## config.mk

```make
export PLATFORM = sky130hd
export DESIGN_NAME = playfield_scanner
export DESIGN_NICKNAME = d
export VERILOG_FILES = /design/src/rtl/playfield_scanner_pkg.sv /design/src/rtl/scan_row_buffer.sv /design/src/rtl/playfield_scanner.sv
export SDC_FILE = /design/constraint.sdc
export NUM_CORES = 1
export LEC_CHECK = 0
export ABC_AREA = 1
export CORE_UTILIZATION = 45
export CTS_CLUSTER_DIAMETER = 80
export DETAILED_ROUTE_END_ITERATION = 10
export PLACE_DENSITY = 0.72
export SYNTH_ARGS = -nofsm -noshare
export SYNTH_HDL_FRONTEND = slang
export SYNTH_HIERARCHICAL = 1
export SYNTH_SLANG_ARGS = --single-unit
```

## constraint.sdc

```tcl
create_clock -name Clk -period 4.2 [get_ports Clk]
set_input_delay 0.42 -clock Clk [delete_from_list [all_inputs] [get_ports Clk]]
set_output_delay 0.42 -clock Clk [all_outputs]
set_load 0.01 [all_outputs]
```

## src/rtl/playfield_scanner_pkg.sv

```systemverilog
// Cell colour and scan-state types plus board geometry.
// Shared by the playfield scan path and the board controller.
package playfield_scanner_pkg;
  typedef enum logic [2:0] {
    EMPTY   = 3'd0,
    CYAN    = 3'd1,
    BLUE    = 3'd2,
    ORANGE  = 3'd3,
    YELLOW  = 3'd4,
    GREEN   = 3'd5,
    RED     = 3'd6,
    MAGENTA = 3'd7
  } block_color;

  typedef logic [1:0] scan_state_t;
  localparam scan_state_t IDLE  = 2'd0;
  localparam scan_state_t FETCH = 2'd1;
  localparam scan_state_t DONE  = 2'd2;

  localparam int PF_BOARD_COLS = 10;
  localparam int PF_BOARD_ROWS = 20;
  localparam int PF_CELL_LOG2  = 4;
  localparam int PF_ORIGIN_X   = 240;
  localparam int PF_ORIGIN_Y   = 80;
  localparam int PF_H_ACTIVE   = 640;
  localparam int PF_H_TOTAL    = 800;
  localparam int PF_V_TOTAL    = 525;
endpackage

```

## src/rtl/scan_row_buffer.sv

```systemverilog
// Ping-pong row buffer: back half filled by the fetch, front half read by the pixel path.
// Combinational read; swap and writes take effect on the next edge; no backpressure.
module scan_row_buffer
  import playfield_scanner_pkg::*;
#(
  parameter int COLS = PF_BOARD_COLS
) (
  input  logic       i_clk,
  input  logic       i_rst_n,
  input  logic       i_wr_en,
  input  logic [3:0] i_wr_idx,
  input  logic [2:0] i_wr_dat,
  input  logic       i_swap,
  input  logic [3:0] i_rd_idx,
  output logic [2:0] o_rd_dat
);
  localparam logic [3:0] LP_COLS = 4'(COLS);

  block_color r_buf [2][COLS];
  logic       r_front_sel;

  always_ff @(posedge i_clk or negedge i_rst_n) begin
    if (!i_rst_n) begin
      r_front_sel <= 1'b0;
      for (int b = 0; b < 2; b++) begin
        for (int c = 0; c < COLS; c++) begin
          r_buf[b][c] <= EMPTY;
        end
      end
    end else begin
      if (i_wr_en && (i_wr_idx < LP_COLS)) begin
        r_buf[~r_front_sel][i_wr_idx] <= block_color'(i_wr_dat);
      end
      if (i_swap) begin
        r_front_sel <= ~r_front_sel;
      end
    end
  end

  // Indices past the board edge only occur outside the play area; return EMPTY there.
  assign o_rd_dat = (i_rd_idx < LP_COLS) ? r_buf[r_front_sel][i_rd_idx] : EMPTY;
endmodule

```

## src/rtl/playfield_scanner.sv

```systemverilog
// Fetches one board row per cell-row during h-blank and maps each pixel to its cell colour.
// Pixel outputs lag DrawX/DrawY by one cycle; the read port holds rd_req/rd_row/rd_col until rd_ack.
module playfield_scanner
  import playfield_scanner_pkg::*;
#(
  parameter int BOARD_COLS = PF_BOARD_COLS,
  parameter int BOARD_ROWS = PF_BOARD_ROWS,
  parameter int CELL_LOG2  = PF_CELL_LOG2,
  parameter int ORIGIN_X   = PF_ORIGIN_X,
  parameter int ORIGIN_Y   = PF_ORIGIN_Y,
  parameter int H_ACTIVE   = PF_H_ACTIVE,
  parameter int H_TOTAL    = PF_H_TOTAL,
  parameter int V_TOTAL    = PF_V_TOTAL
) (
  input  logic       Clk,
  input  logic       Reset_n,
  input  logic [9:0] DrawX,
  input  logic [9:0] DrawY,
  output logic       rd_req,
  output logic [4:0] rd_row,
  output logic [3:0] rd_col,
  input  logic       rd_ack,
  input  logic [2:0] rd_data,
  output logic       play_area,
  output logic [2:0] block_type,
  output logic       underrun
);
  localparam logic [9:0] LP_X0       = 10'(ORIGIN_X);
  localparam logic [9:0] LP_X1       = 10'(ORIGIN_X + (BOARD_COLS << CELL_LOG2));
  localparam logic [9:0] LP_Y0       = 10'(ORIGIN_Y);
  localparam logic [9:0] LP_Y1       = 10'(ORIGIN_Y + (BOARD_ROWS << CELL_LOG2));
  localparam logic [9:0] LP_H_ACTIVE = 10'(H_ACTIVE);
  localparam logic [9:0] LP_H_LAST   = 10'(H_TOTAL - 1);
  localparam logic [9:0] LP_V_LAST   = 10'(V_TOTAL - 1);
  localparam logic [3:0] LP_LAST_COL = 4'(BOARD_COLS - 1);

  scan_state_t r_state;
  logic        r_rd_req;
  logic [4:0]  r_rd_row;
  logic [3:0]  r_rd_col;
  logic        r_underrun;
  logic        r_play_area;
  block_color  r_block_type;

  logic [9:0]  w_next_y;
  logic [9:0]  w_ny_off;
  logic [9:0]  w_x_off;
  logic [4:0]  w_trig_row;
  logic [3:0]  w_cell_x;
  logic [2:0]  w_front_dat;
  logic        w_trig;
  logic        w_line_end;
  logic        w_in_area;
  logic        w_wr_en;
  logic        w_swap;

  // The fetch at the end of line N prepares the row shown on line N+1.
  assign w_next_y   = (DrawY == LP_V_LAST) ? 10'd0 : DrawY + 10'd1;
  assign w_ny_off   = w_next_y - LP_Y0;
  assign w_trig_row = 5'(w_ny_off >> CELL_LOG2);
  assign w_trig     = (DrawX == LP_H_ACTIVE) && (w_next_y >= LP_Y0) && (w_next_y < LP_Y1)
                      && (w_ny_off[CELL_LOG2-1:0] == '0);
  assign w_line_end = (DrawX == LP_H_LAST);

  assign w_wr_en = (r_state == FETCH) && rd_ack;
  assign w_swap  = (r_state == DONE) && w_line_end;

  always_ff @(posedge Clk or negedge Reset_n) begin
    if (!Reset_n) begin
      r_state    <= IDLE;
      r_rd_req   <= 1'b0;
      r_rd_row   <= 5'd0;
      r_rd_col   <= 4'd0;
      r_underrun <= 1'b0;
    end else begin
      case (r_state)
        IDLE: begin
          if (w_trig) begin
            r_state  <= FETCH;
            r_rd_req <= 1'b1;
            r_rd_row <= w_trig_row;
            r_rd_col <= 4'd0;
          end
        end
        FETCH: begin
          // Missing the swap point abandons the row; the front keeps the old one.
          if (w_line_end) begin
            r_underrun <= 1'b1;
            r_rd_req   <= 1'b0;
            r_state    <= IDLE;
          end else if (rd_ack) begin
            if (r_rd_col == LP_LAST_COL) begin
              r_rd_req <= 1'b0;
              r_state  <= DONE;
            end else begin
              r_rd_col <= r_rd_col + 4'd1;
            end
          end
        end
        DONE: begin
          if (w_line_end) begin
            r_state <= IDLE;
          end
        end
        default: r_state <= IDLE;
      endcase
    end
  end

  assign w_in_area = (DrawX >= LP_X0) && (DrawX < LP_X1) && (DrawY >= LP_Y0) && (DrawY < LP_Y1);
  assign w_x_off   = DrawX - LP_X0;
  assign w_cell_x  = 4'(w_x_off >> CELL_LOG2);

  always_ff @(posedge Clk or negedge Reset_n) begin
    if (!Reset_n) begin
      r_play_area  <= 1'b0;
      r_block_type <= EMPTY;
    end else begin
      r_play_area  <= w_in_area;
      r_block_type <= w_in_area ? block_color'(w_front_dat) : EMPTY;
    end
  end

  scan_row_buffer #(
    .COLS (BOARD_COLS)
  ) u_row_buf (
    .i_clk    (Clk),
    .i_rst_n  (Reset_n),
    .i_wr_en  (w_wr_en),
    .i_wr_idx (r_rd_col),
    .i_wr_dat (rd_data),
    .i_swap   (w_swap),
    .i_rd_idx (w_cell_x),
    .o_rd_dat (w_front_dat)
  );

  assign rd_req     = r_rd_req;
  assign rd_row     = r_rd_row;
  assign rd_col     = r_rd_col;
  assign underrun   = r_underrun;
  assign play_area  = r_play_area;
  assign block_type = r_block_type;
endmodule

```

* Word level (Yosys, flattened, before mapping) *
Index checks and enable logic that the tools add are counted.

operators by class
  add/subtract/negate cells = 4
  magnitude comparators = 14
  equality and inequality tests = 13
  mux-type cells = 30
  bitwise gates (word level) = 5
  reductions and logical operators = 19

operators by type and width
  kind                     number
  $mux W30                 4
  $bwmux W60               1
  $demux W30 S1            1
  $eq A10 B10 Y1 const B   3
  $lt A10 B9 Y1 const B    3
  $ge A10 B7 Y1 const B    2
  $mux W4                  4
  $mux W3                  5
  $bmux W3 S4              1
  $demux W3 S4             1
  $logic_and A1 B1 Y1      11
  $add A10 B1 Y10 const B  1
  $ge A10 B8 Y1 const B    1
  $ge A5 B5 Y1 const B     2
  $mux W10                 1
  $mux W2                  5
  $ne A2 B2 Y1 const B     5
  $not A4 Y5               2
  $sub A9 B7 Y9 const B    1
  $lt A4 B4 Y1 const B     2
  $pmux W4 S2              1
  $reduce_and A4 Y1        2
  $sub A8 B8 Y8 const B    1
  $pmux W2 S3              1
  18 further kinds         24

word-level totals
  register bits = 78
  input bits = 26
  word-level logic and storage cells = 113

* Longest topological paths before layout *
  word-level depth = 9
  mapped depth = 16

* Hierarchy *
The synthesis kept the hierarchy.

modules (own cells, without submodules)
  module             times used  cells each  area an instance (µm²)
  scan_row_buffer    1           422         3090.5
  playfield_scanner  1           235         1552.7

* Worst setup path before layout *
Ideal clock, no wire load.

  path kind = input-to-reg
  from = in DrawY[0]
  to = reg r_rd_col[0], in the netlist rd_col[0]
  library setup time = 0.118 ns
  data arrival time = 2.002 ns
  slack = 2.081 ns
  stages on the path = 15
  cell sequence = ha_1 inv_1 nor2_4 nand2_1 nand2_1 or2_1 inv_1 ha_1 or2_2 nand3_1 nand3_2 nand3_4 nand2_4 nand3_1 nand2_1

on the way
  longest elaborated chain between the ends = 8

ends and longest elaborated chain
  item                                                                   RTL line                 source
  start, declared                                                        playfield_scanner.sv:18  input logic [9:0] DrawY,
  $add A10 B1 Y10 or $eq A10 B10 Y1 (tied branches)                      playfield_scanner.sv:58  assign w_next_y = (DrawY == LP_V_LAST) ? 10'd0 : DrawY + 10'd1;
  $mux W10 (*)                                                           playfield_scanner.sv:58
  parallel branches: the longest is 3 deep, another holds $sub A9 B7 Y9  -
  $logic_and A1 B1 Y1 (*)                                                playfield_scanner.sv:62  && (w_ny_off[CELL_LOG2-1:0] == '0);
  $ne A2 B2 Y1 (no line) (*)                                             -
  $reduce_and A5 Y1 (no line) (*)                                        -
  end signal, assigned                                                   playfield_scanner.sv:96  r_rd_col <= r_rd_col + 4'd1;
  end, declared                                                          playfield_scanner.sv:40  logic [3:0] r_rd_col;

Mark *: on every way between the ends.
A chain may end at the register's enable or synchronous reset.

* Worst setup path in the final report *
  from = in DrawY[0]
  to = reg r_rd_row[2], in the netlist rd_row[2]

on the way
  longest elaborated chain between the ends = 7

ends and longest elaborated chain
  item                                                                   RTL line                 source
  $add A10 B1 Y10 or $eq A10 B10 Y1 (tied branches)                      playfield_scanner.sv:58
  $mux W10 (*)                                                           playfield_scanner.sv:58
  parallel branches: the longest is 5 deep, another holds $sub A9 B7 Y9  -
  end signal, assigned                                                   playfield_scanner.sv:81  r_rd_row <= w_trig_row;
  end, declared                                                          playfield_scanner.sv:39  logic [4:0] r_rd_row;

Marked as above.

==> out/metrics.csv <==
stage;metric;value;unit
power_and_ir_drop;ir_worst_vdd;163;uV
timing;finalHoldViolCount;0;
power_and_ir_drop;p_int;1.45;mW
logic_synthesis;ys_warn_count;6;
clocking;cts_tree;built;
clocking;clock_latency;0.35;ns
worst_setup_path;r2r_cells;9;
global_route;grt_pass1_wl;18300;um
logic_synthesis;avgSynthCellArea;7.07;um^2
clocking;h-tree-depth;3;
clocking;clk_path_buf_depth;2;
final_layout;final_common_cell;nand2_1;
logic_synthesis;syn_area;4640;um^2
global_route;grt_use_total;0.208;
clocking;clock_sinks;78;
detailed_routing;drtIter0Drc;251;
timing;max_freq;387;MHz
floorplanning;die_h;104;um
final_layout;most-common-layout-cells;234 x nand2_1, 100 x inv_1, 78 x dfrtp_1;
worst_setup_path;end_kind;flip-flop;
detailed_routing;viasPerCell;5.03;
clocking;cts.reportedPaths.clkPinSlew;0.08;ns
detailed_routing;wl_per_cell;13.0;um
clocking;cts_hold_buf;0;
logic_synthesis;synth-seq-cells;78;
placed_design;dp_hpwl;7400;um
timing;slew_violations;0;
detailed_routing;wirelength;10800;um
power_and_ir_drop;sequentialPowerShare;0.430;
timing;skew;0.0128;ns
timing;setup_tns;0;ns
timing;layout_min_cycle_time;2.58;ns
clocking;cts_resized;0;
clocking;postCtsSetupBuffers;0;
clocking;cts_buffers;9;
final_layout;n_antenna_cell;0;
floorplanning;coreArea;9910;um^2
timing;worstMarginPinSlew;0.980;ns
worst_setup_path;critPathArrivalTime;2.83;ns
final_layout;layout.nets;730;
timing;post-route-period-util;0.615;
timing;maxSlewHeadroom;0.347;
power_and_ir_drop;netSwitchingPower;694;uW
placed_design;place_congestion;0.887;
worst_setup_path;cp_max_fo;5;
detailed_routing;firstDrtPassIters;4;
worst_setup_path;crit_type;input pin to flip-flop;
worst_setup_path;cp-start-kind;input pin;
placed_design;portBuffers;40;
final_layout;area_growth;16.0;%
floorplanning;fp.dieW;104;um
floorplanning;initial_core_util;0.469;
final_layout;fillers;967;
global_route;antenna_found_initial;0;
global_route;grt-ovfl-total;0;
clocking;root_buffer;clkbuf_8;
floorplanning;dieArea;10700;um^2
detailed_routing;routed-via-count;4184;
global_route;grt_pass1_vias;4068;
global_route;grt_max_degree;79;
flow_run;max_cap_viol_count;0;
timing;rsz0062_at_grt;no;
logic_synthesis;synthTopCellsByArea;dfrtp_1 42%, nand2_1 19%, inv_1 8.1%, o21ai_0 5.8%, nand3_1 5.7%;
run_status;status;finished, final reports clean;
logic_synthesis;netlist-cell-type-count;34;
logic_synthesis;synth.largest_area_cell;dfrtp_1;
timing;setup_viol;0;
logic_synthesis;yosys.area.top_type_share;0.420;
logic_synthesis;synth_nets;693;
worst_setup_path;required;4.45;ns
logic_synthesis;yosysSeqAreaShare;0.420;
final_layout;utilization;0.544;
power_and_ir_drop;power_density;398;nW/um^2
power_and_ir_drop;p_leak;2.66;nW
logic_synthesis;syn_inst;657;
floorplanning;io_pins;41;
detailed_routing;ant_nets;0;
power_and_ir_drop;comb_power_share;0.243;
worst_hold_path;hold_class;input pin to asynchronous set/reset pin;
power_and_ir_drop;p_clk_frac;0.327;
floorplanning;num_rows;36;
final_layout;drive_gt1_frac;0.0701;
power_and_ir_drop;sw_frac_of_total;0.324;
detailed_routing;drcViolationCount;0;
layout make-up:
| cell class | count | area (um^2) | share of cell area |
|---|---|---|---|
| multi-input cells | 460 | 2220 | 0.411 |
| inverters | 103 | 387 | 0.0718 |
| well taps | 133 | 166 | 0.0309 |
| repair buffers | 42 | 413 | 0.0767 |
| clock buffers | 10 | 138 | 0.0256 |
| flip-flops and latches | 78 | 1950 | 0.362 |
| clock inverters | 6 | 115 | 0.0214 |
routing by layer:
metal | GRT usage | up-vias | wire, um
met1 | 0.258 | 1951 | 4860
li1 | - | 2098 | -
met5 | 0 | - | 0
met4 | 0.0673 | 0 | 136
met3 | 0.0441 | 12 | 637
met2 | 0.362 | 123 | 5180
worst max-delay path: stages:
cell and delay [ns]:
clkdlybuf4s50_1 0.55, ha_1 0.22, inv_1 0.09, nor2_4 0.15, nand2_1 0.07, nand2_1 0.05
or2_1 0.15, inv_1 0.07, ha_1 0.19, or2_2 0.29, nand3_1 0.10, nand3_2 0.10
nand4_1 0.19, nand2_1 0.08, nand2_1 0.07, inv_1 0.04
power by group through the flow:
| stage | clock [mW] | combinational [mW] | sequential (mW) |
|---|---|---|---|
| after floorplan | 0 | 0.353 | 0.924 |
| after global placement | 0 | 0.498 | 0.933 |
| after detailed placement | 0 | 0.518 | 0.936 |
| after CTS | 0.716 | 0.521 | 0.921 |
| after global routing | 0.749 | 0.587 | 0.935 |
| final | 0.701 | 0.521 | 0.921 |
cell families after synthesis:
logic type | synth area share
AND/OR/NAND/NOR | 0.349
adder cells (fa/ha/maj) | 0.0269
buffers and inverters | 0.102
XOR/XNOR | 0.0113
AO/OA/AOI/OAI | 0.0903
flip-flops | 0.420
cells in the mapped netlist:
master    number
xnor2_1        2
dfrtp_1       78
nor2_1        41
nand3_2        4
o21ai_1       15
clkbuf_1       6
or2_2          2
buf_6          1
nor3_1         9
ha_1          10
or2_1          1
clkbuf_2       1
o21bai_1       1
o22ai_1        3
nand2_1      234
a21oi_1        1
nor2_4         6
a21oi_4        1
nor2_8         2
buf_4          4
nand3_4        1
o21ai_0       54
nand3b_1       1
o21bai_2       1
inv_1        100
nand3_1       53
xor2_1         4
buf_2          4
nand2_2        8
inv_2          3
nand4_1        2
nand2_4        2
o21a_1         1
o211ai_1       1
stage by stage:
step	power (mW)	instance area, um^2	hold WS, ns	worst slack [ns]	cells
final	2.14	5390	0.237	1.62	832
after global routing	2.27	5390	0.314	1.42	832
after CTS	2.16	5390	0.266	1.65	832
after detailed placement	1.45	5130	0.454	1.28	816
after global placement	1.43	5130	0.450	1.41	816
after floorplan	1.28	4640	0.124	2.08	657
worst paths after layout:
kind / end / from / slack (ns)
worst max-delay path: rd_row[2]$_DFFE_PN0P_ / DrawY[0] / 1.62
worst min-delay path: rd_col[1]$_DFFE_PN0P_ / Reset_n / 0.24
worst max register to register: u_row_buf/r_buf[30]$_DFFE_PN0P_ / r_state[0]$_DFFE_PN0P_ / 2.35
worst min register to register: underrun$_DFFE_PN0P_ / underrun$_DFFE_PN0P_ / 0.47
max in group asynchronous: u_row_buf/r_buf[38]$_DFFE_PN0P_ / Reset_n / 3.35
min in group Clk: underrun$_DFFE_PN0P_ / underrun$_DFFE_PN0P_ / 0.47
registers in the layout, indices dropped and copies added (netlist names):
name	flops
u_row_buf/r_front_sel	1
u_row_buf/r_buf	60
r_state	2
underrun	1
play_area	1
block_type	3
rd_req	1
rd_col	4
rd_row	5
(Power assumes the default switching activity.)
